===== src/rtl/feature_win_sched.sv =====
// rtl/feature_win_sched.sv - stride-1 KxK window-scan scheduler for the input feature memory
//
// Purpose:
//   On a start pulse, walks every KERNEL_SIZE x KERNEL_SIZE window of the
//   flattened image (row, col, ky, kx order, kx innermost). It drives the
//   feature-memory read address, captures the combinational read data into
//   an output register and streams one tap per handshake to the conv engine.
//
// Optional feature macro:
//   FEAT_ZERO_PAD_EN - "same" zero padding, P=(K-1)/2, OUT_W=IMG_WIDTH,
//                      OUT_H=IMG_HEIGHT; out-of-image taps read as 0 and
//                      drive mem_addr=0. Undefined: valid convolution only.
//
// Ports:
//   clk, rst_n        - clock (rising edge), asynchronous active-low reset
//   start             - one-cycle frame request, ignored while busy or in the done cycle
//   mem_addr          - feature memory read address (combinational from counters)
//   mem_rdata         - signed read data, combinational from mem_addr
//   pix_data          - registered signed tap pixel
//   pix_valid/ready   - tap handshake
//   pix_last_win      - tap is the last tap (ky=kx=K-1) of its window
//   pix_last          - tap is the last tap of the frame
//   busy              - frame in progress
//   done              - one-cycle pulse after the final tap is accepted

module feature_win_sched #(
    parameter int DATA_WIDTH  = 8,
    parameter int IMG_WIDTH   = 8,
    parameter int IMG_HEIGHT  = 8,
    parameter int KERNEL_SIZE = 3,
    parameter int ADDR_W      = $clog2(IMG_WIDTH * IMG_HEIGHT)
) (
    input  logic                         clk,
    input  logic                         rst_n,
    input  logic                         start,
    output logic [ADDR_W-1:0]            mem_addr,
    input  logic signed [DATA_WIDTH-1:0] mem_rdata,
    output logic signed [DATA_WIDTH-1:0] pix_data,
    output logic                         pix_valid,
    input  logic                         pix_ready,
    output logic                         pix_last_win,
    output logic                         pix_last,
    output logic                         busy,
    output logic                         done
);

`ifdef FEAT_ZERO_PAD_EN
    localparam int PAD   = (KERNEL_SIZE - 1) / 2;
    localparam int OUT_W = IMG_WIDTH;
    localparam int OUT_H = IMG_HEIGHT;
`else
    localparam int OUT_W = IMG_WIDTH - KERNEL_SIZE + 1;
    localparam int OUT_H = IMG_HEIGHT - KERNEL_SIZE + 1;
`endif

    localparam int K_W   = (KERNEL_SIZE > 1) ? $clog2(KERNEL_SIZE) : 1;
    localparam int COL_W = (OUT_W > 1) ? $clog2(OUT_W) : 1;
    localparam int ROW_W = (OUT_H > 1) ? $clog2(OUT_H) : 1;
    localparam int AW1   = ADDR_W + 1;

    localparam logic [K_W-1:0]   K_LAST   = K_W'(KERNEL_SIZE - 1);
    localparam logic [COL_W-1:0] COL_LAST = COL_W'(OUT_W - 1);
    localparam logic [ROW_W-1:0] ROW_LAST = ROW_W'(OUT_H - 1);

    typedef enum logic [1:0] {
        S_IDLE  = 2'd0,
        S_SCAN  = 2'd1,
        S_DRAIN = 2'd2
    } state_t;

    state_t                       state_q, state_d;
    logic [ROW_W-1:0]             row_q, row_d;
    logic [COL_W-1:0]             col_q, col_d;
    logic [K_W-1:0]               ky_q, ky_d;
    logic [K_W-1:0]               kx_q, kx_d;
    logic signed [DATA_WIDTH-1:0] pix_data_q, pix_data_d;
    logic                         pix_valid_q, pix_valid_d;
    logic                         last_win_q, last_win_d;
    logic                         last_q, last_d;
    logic                         busy_q, busy_d;
    logic                         done_q, done_d;

    logic [ADDR_W-1:0]            addr_calc;
    logic                         tap_in_bounds;
    logic                         win_end;
    logic                         frame_end;

    // ------------------------------------------------------------------
    // Tap address from the live counters
    // ------------------------------------------------------------------
`ifdef FEAT_ZERO_PAD_EN
    // Two spare bits: one for the row+ky carry, one for the sign of -PAD.
    localparam int CW = ADDR_W + 2;
    logic signed [CW-1:0] y_s;
    logic signed [CW-1:0] x_s;

    always_comb begin
        y_s = $signed(CW'(row_q) + CW'(ky_q) - CW'(PAD));
        x_s = $signed(CW'(col_q) + CW'(kx_q) - CW'(PAD));
        tap_in_bounds = !y_s[CW-1] && !x_s[CW-1]
                        && (y_s < $signed(CW'(IMG_HEIGHT)))
                        && (x_s < $signed(CW'(IMG_WIDTH)));
        if (tap_in_bounds) begin
            addr_calc = ADDR_W'(AW1'(y_s) * AW1'(IMG_WIDTH) + AW1'(x_s));
        end else begin
            addr_calc = '0;
        end
    end
`else
    always_comb begin
        tap_in_bounds = 1'b1;
        addr_calc = ADDR_W'((AW1'(row_q) + AW1'(ky_q)) * AW1'(IMG_WIDTH)
                            + AW1'(col_q) + AW1'(kx_q));
    end
`endif

    always_comb begin
        win_end   = (ky_q == K_LAST) && (kx_q == K_LAST);
        frame_end = win_end && (row_q == ROW_LAST) && (col_q == COL_LAST);
    end

    // ------------------------------------------------------------------
    // Next-state logic
    // ------------------------------------------------------------------
    always_comb begin
        state_d     = state_q;
        row_d       = row_q;
        col_d       = col_q;
        ky_d        = ky_q;
        kx_d        = kx_q;
        pix_data_d  = pix_data_q;
        pix_valid_d = pix_valid_q;
        last_win_d  = last_win_q;
        last_d      = last_q;
        busy_d      = busy_q;
        done_d      = 1'b0;

        case (state_q)
            S_IDLE: begin
                // done_q marks the cycle right after a frame; a start there is dropped.
                if (start && !done_q) begin
                    state_d = S_SCAN;
                    busy_d  = 1'b1;
                    row_d   = '0;
                    col_d   = '0;
                    ky_d    = '0;
                    kx_d    = '0;
                end
            end

            S_SCAN: begin
                // Output register is free when empty or being drained this cycle.
                if (!pix_valid_q || pix_ready) begin
                    pix_data_d  = tap_in_bounds ? mem_rdata : '0;
                    pix_valid_d = 1'b1;
                    last_win_d  = win_end;
                    last_d      = frame_end;
                    if (frame_end) begin
                        // Counters stay on the final tap so mem_addr holds in DRAIN.
                        state_d = S_DRAIN;
                    end else if (kx_q != K_LAST) begin
                        kx_d = kx_q + K_W'(1);
                    end else begin
                        kx_d = '0;
                        if (ky_q != K_LAST) begin
                            ky_d = ky_q + K_W'(1);
                        end else begin
                            ky_d = '0;
                            if (col_q != COL_LAST) begin
                                col_d = col_q + COL_W'(1);
                            end else begin
                                col_d = '0;
                                row_d = row_q + ROW_W'(1);
                            end
                        end
                    end
                end
            end

            S_DRAIN: begin
                if (pix_valid_q && pix_ready) begin
                    pix_valid_d = 1'b0;
                    done_d      = 1'b1;
                    busy_d      = 1'b0;
                    state_d     = S_IDLE;
                end
            end

            default: begin
                state_d     = S_IDLE;
                pix_valid_d = 1'b0;
                busy_d      = 1'b0;
            end
        endcase
    end

    // ------------------------------------------------------------------
    // State registers
    // ------------------------------------------------------------------
    always_ff @(posedge clk or negedge rst_n) begin
        if (!rst_n) begin
            state_q     <= S_IDLE;
            row_q       <= '0;
            col_q       <= '0;
            ky_q        <= '0;
            kx_q        <= '0;
            pix_data_q  <= '0;
            pix_valid_q <= 1'b0;
            last_win_q  <= 1'b0;
            last_q      <= 1'b0;
            busy_q      <= 1'b0;
            done_q      <= 1'b0;
        end else begin
            state_q     <= state_d;
            row_q       <= row_d;
            col_q       <= col_d;
            ky_q        <= ky_d;
            kx_q        <= kx_d;
            pix_data_q  <= pix_data_d;
            pix_valid_q <= pix_valid_d;
            last_win_q  <= last_win_d;
            last_q      <= last_d;
            busy_q      <= busy_d;
            done_q      <= done_d;
        end
    end

    // Address is parked at 0 between frames; it follows the counters otherwise.
    assign mem_addr     = (state_q == S_IDLE) ? '0 : addr_calc;
    assign pix_data     = pix_data_q;
    assign pix_valid    = pix_valid_q;
    assign pix_last_win = last_win_q;
    assign pix_last     = last_q;
    assign busy         = busy_q;
    assign done         = done_q;

endmodule


===== config.mk =====
export PLATFORM = sky130hd
export DESIGN_NAME = feature_win_sched
export DESIGN_NICKNAME = d
export VERILOG_FILES = /design/src/rtl/feature_win_sched.sv
export SDC_FILE = /design/constraint.sdc
export NUM_CORES = 1
export LEC_CHECK = 0
export ABC_AREA = 1
export ABC_CLOCK_PERIOD_IN_PS = 2300
export CAP_MARGIN = 20
export CORE_MARGIN = 4
export CORE_UTILIZATION = 35
export DETAILED_ROUTE_END_ITERATION = 8
export HOLD_SLACK_MARGIN = 0.05
export SYNTH_ARGS = -nofsm -noshare
export SYNTH_HDL_FRONTEND = slang
export SYNTH_SLANG_ARGS = --single-unit

===== constraint.sdc =====
create_clock -name clk -period 2.3 [get_ports clk]
set_input_delay 0.46 -clock clk [delete_from_list [all_inputs] [get_ports clk]]
set_output_delay 0.46 -clock clk [all_outputs]
set_load 0.1 [all_outputs]

==> flow_metrics.tcl <==
set metrics [dict create \
    status "complete, but fails checks" \
    latest_clock_arrival_within_the_worst_skew_pair_ps 270 \
    mappedNetlistArea_sq_um 1430 \
    synth_commonest_cells "nand2_1, dfrtp_1, inv_1" \
    synth_edf_count 0 \
    dp_cells 265 \
    grt_usage_pct 13.2 \
    yosys.area.top_type_share_pct 43.9 \
    max_slew.worst_pin.slew_ps 371 \
    clock-skew-final_ps 4.87 \
    groute.layer.met3.usage_pct 3.23 \
    initialDrtViolationCount 76 \
    timing.final.setup_violations 2 \
    layout_min_cycle_time_ps 2330 \
    async_sr_flop_fraction_pct 100 \
    floorplan.die.height_microns 71.8 \
    floorplan.rows 22 \
    cts_htree_levels 1 \
    worst_setup_path_end_kind "output port" \
    synth_largest_area_cell "dfrtp_1" \
    grt_pass1_wl_microns 5440 \
    syn2layout_area_growth_pct 36.7 \
    postLayoutSetupSlackWorst_ps -30.2 \
    rsz_0062_raised_after_global_routing "yes" \
    die_width_microns 71.8 \
    number_of_antenna_violations_at_the_first_check_in_global_routing 0 \
    setup.worst_path.class "reg -> out" \
    routabilityCongestion 0.752 \
    tritoncts "done" \
    synth-seq-area-share_pct 43.9 \
    fp.dieArea_sq_um 5160 \
    ir_drop_mv 1.04 \
    hold_path_class "reg -> reg" \
    final_worst_path_period_share_pct 101 \
    core_footprint_sq_um 3800 \
    post_synth.cell_area_avg_sq_um 7.62 \
    layout.cells.non_filler 274 \
    drt_pass1_iterations 5 \
    synthesis.yosys.warnings 0 \
    use_met1_pct 17.2 \
    globalRouteOverflowTotal 0 \
    synth_most_common_cell "nand2_1" \
    synth_ff_type "dfrtp_1" \
    cts.path.max_buffers 2 \
    post_synth_inst_count 187 \
    drive_gt1_share_pct 25.2 \
    number_of_synthesized_register_bits 25 \
    p_per_area_nw_per_um2 1530 \
    num_io_pins 31 \
    cts-hold-fix-buffers 0 \
    worstPathMaxFanout 4 \
    arrival_ps 1870 \
    worst_slew_margin_rel_pct 75.0 \
    grt_pass1_vias 1220 \
    floorplan.initialDensity_pct 37.5 \
    setup_slack_after_placement_ps 130 \
    drv.max_cap_violation_count 0 \
    vias_post_dr 1260 \
    wl_microns 3060 \
    route.antenna.remaining_nets 0 \
    static-leakage-power_uw 0.00101 \
    violations_in_the_final_reports "setup timing" \
    list_of_cells_traversed_by_the_critical_path "ha_2 > inv_2 > fa_2 > buf_4 > nor3_4 > nor2_4 > buf_12" \
    timing_hold_violations_final 0 \
    synth.net_count 206 \
    finalNetCount 246 \
    setup.worst_path.start_class "flop" \
    yosys-top-cells-area "dfrtp_1, nand2_1, nand3_1" \
    largest_net_degree_at_the_start_of_global_routing 26 \
    antenna_fix_cells 0 \
    clk_pin_slew_worst_paths_ps 80 \
    clock_sink_count 25 \
    detail_route.vias_per_cell 4.60 \
    io_buffer_count 30 \
    crit_required_ps 1840 \
    grtUsageMet2_pct 21.6 \
    drv_slew 0 \
    grt_busiest_layer "met2" \
    cts_buffers 3 \
    ys_types 25 \
    setup.reg_to_reg.worst_slack_ps 580 \
    clock-root-buffer "clkbuf_8" \
    critical-path-max-stage-delay_ps 450 \
    max_freq_mhz 429 \
    crit_slowest_cell "fa_2" \
    final_routed_wire_length_divided_by_cell_count_microns 11.2 \
    drt_drc_violations_left 0 \
    detailedPlacementHpwl_microns 2290 \
]
[cells by family (layout without fill, tap and decap cells)]
group                    Yosys count  count (layout)  share of synthesized area [%]
AO/OA/AOI/OAI                     14              14                           5.44
adder cells (fa/ha/maj)            7               7                           7.20
buffers and inverters             23              62                           6.94
AND/OR/NAND/NOR                  116             116                           35.3
flip-flops                        25              25                           43.9
XOR/XNOR                           2               2                           1.23
[state kept, by name (all words and copies together) (netlist names)]
signal and cells:
pix_data 8, pix_last 1, busy 1, state_q 2
done 1, pix_valid 1, kx_q 2, col_q 3
ky_q 2, pix_last_win 1, row_q 3
[report_power, final]
| group | internal [uW] | switching, uW | leakage, uW |
|---|---|---|---|
| Clock | 124 | 130 | 0.0000228 |
| Sequential | 536 | 91.0 | 0.000311 |
| Combinational | 736 | 1360 | 0.000680 |
| Total | 1400 | 1580 | 0.00101 |
[final cells by class]
type | count | area, sq um
clock buffers | 4 | 45.0
well taps | 48 | 60.1
inverters | 20 | 75.1
flip-flops and latches | 25 | 627
fillers | 383 | 1850
repair buffers | 38 | 388
multi-input cells | 139 | 753
[final timing paths]
kind,endpoint,from,cells after the start
max,mem_addr[4],ky_q[0]$_DFFE_PN0P_,7
min,pix_data[1]$_DFFE_PN0P_,pix_data[1]$_DFFE_PN0P_,2
max reg2reg,row_q[0]$_DFFE_PN0P_,row_q[0]$_DFFE_PN0P_,11
min reg2reg,pix_data[1]$_DFFE_PN0P_,pix_data[1]$_DFFE_PN0P_,2
max in group asynchronous,col_q[1]$_DFFE_PN0P_,rst_n,2
min in group asynchronous,busy$_DFFE_PN0P_,rst_n,2
[metrics by stage]
stage | total power, uW | instance area (sq um) | utilization [%] | TNS, ps | hold WS, ps
after floorplan | 2030 | 1460 | - | -277 | 164
after global placement | 2620 | 1850 | 48.6 | 0 | 455
after detailed placement | 2630 | 1850 | 48.6 | 0 | 460
after CTS | 2990 | 1940 | 51.1 | -134 | 480
after global routing | 3160 | 1950 | 51.3 | -294 | 511
final | 2980 | 1950 | 51.3 | -57.9 | 474
[layer usage]
layer / wire, microns / vias to the layer above
li1: - / 666
met1: 1450 / 574
met2: 1470 / 15
met3: 110 / 5
met4: 38 / 0
met5: 0 / -
[worst max-delay path, delay by kind of cell (launching register included)]
family	cells	cell delay, ps
AND/OR/NAND/NOR	2	200
flip-flops	1	400
buffers and inverters	3	370
adder cells (fa/ha/maj)	2	640
[layout by cell type (no fill, tap or decap)]
master,count
xnor2_1,1
buf_12,6
clkbuf_1,1
nand3_1,14
a31oi_1,1
nor2_2,6
xor2_1,1
o21ai_0,3
fa_2,2
nor3b_1,1
clkdlybuf4s50_1,11
clkbuf_8,3
o21ai_1,3
nand4_1,1
dfrtp_2,1
dfrtp_1,24
a21oi_1,4
nand3_2,1
inv_2,6
a21oi_2,1
nor3_1,5
ha_1,4
nor2_1,7
nor3_4,1
nor2_4,4
nand2_1,73
nand2_2,3
a21o_1,1
inv_1,14
ha_2,1
buf_4,21
a21oi_4,1
[timing repair]
item,4_1_cts,5_1_grt
gates cloned,0,0
endpoints found under the setup margin,3,4
setup buffers,4,1
gates resized for setup,8,2
pin swaps,8,2
No activity file was read; power rests on OpenSTA's default activity.
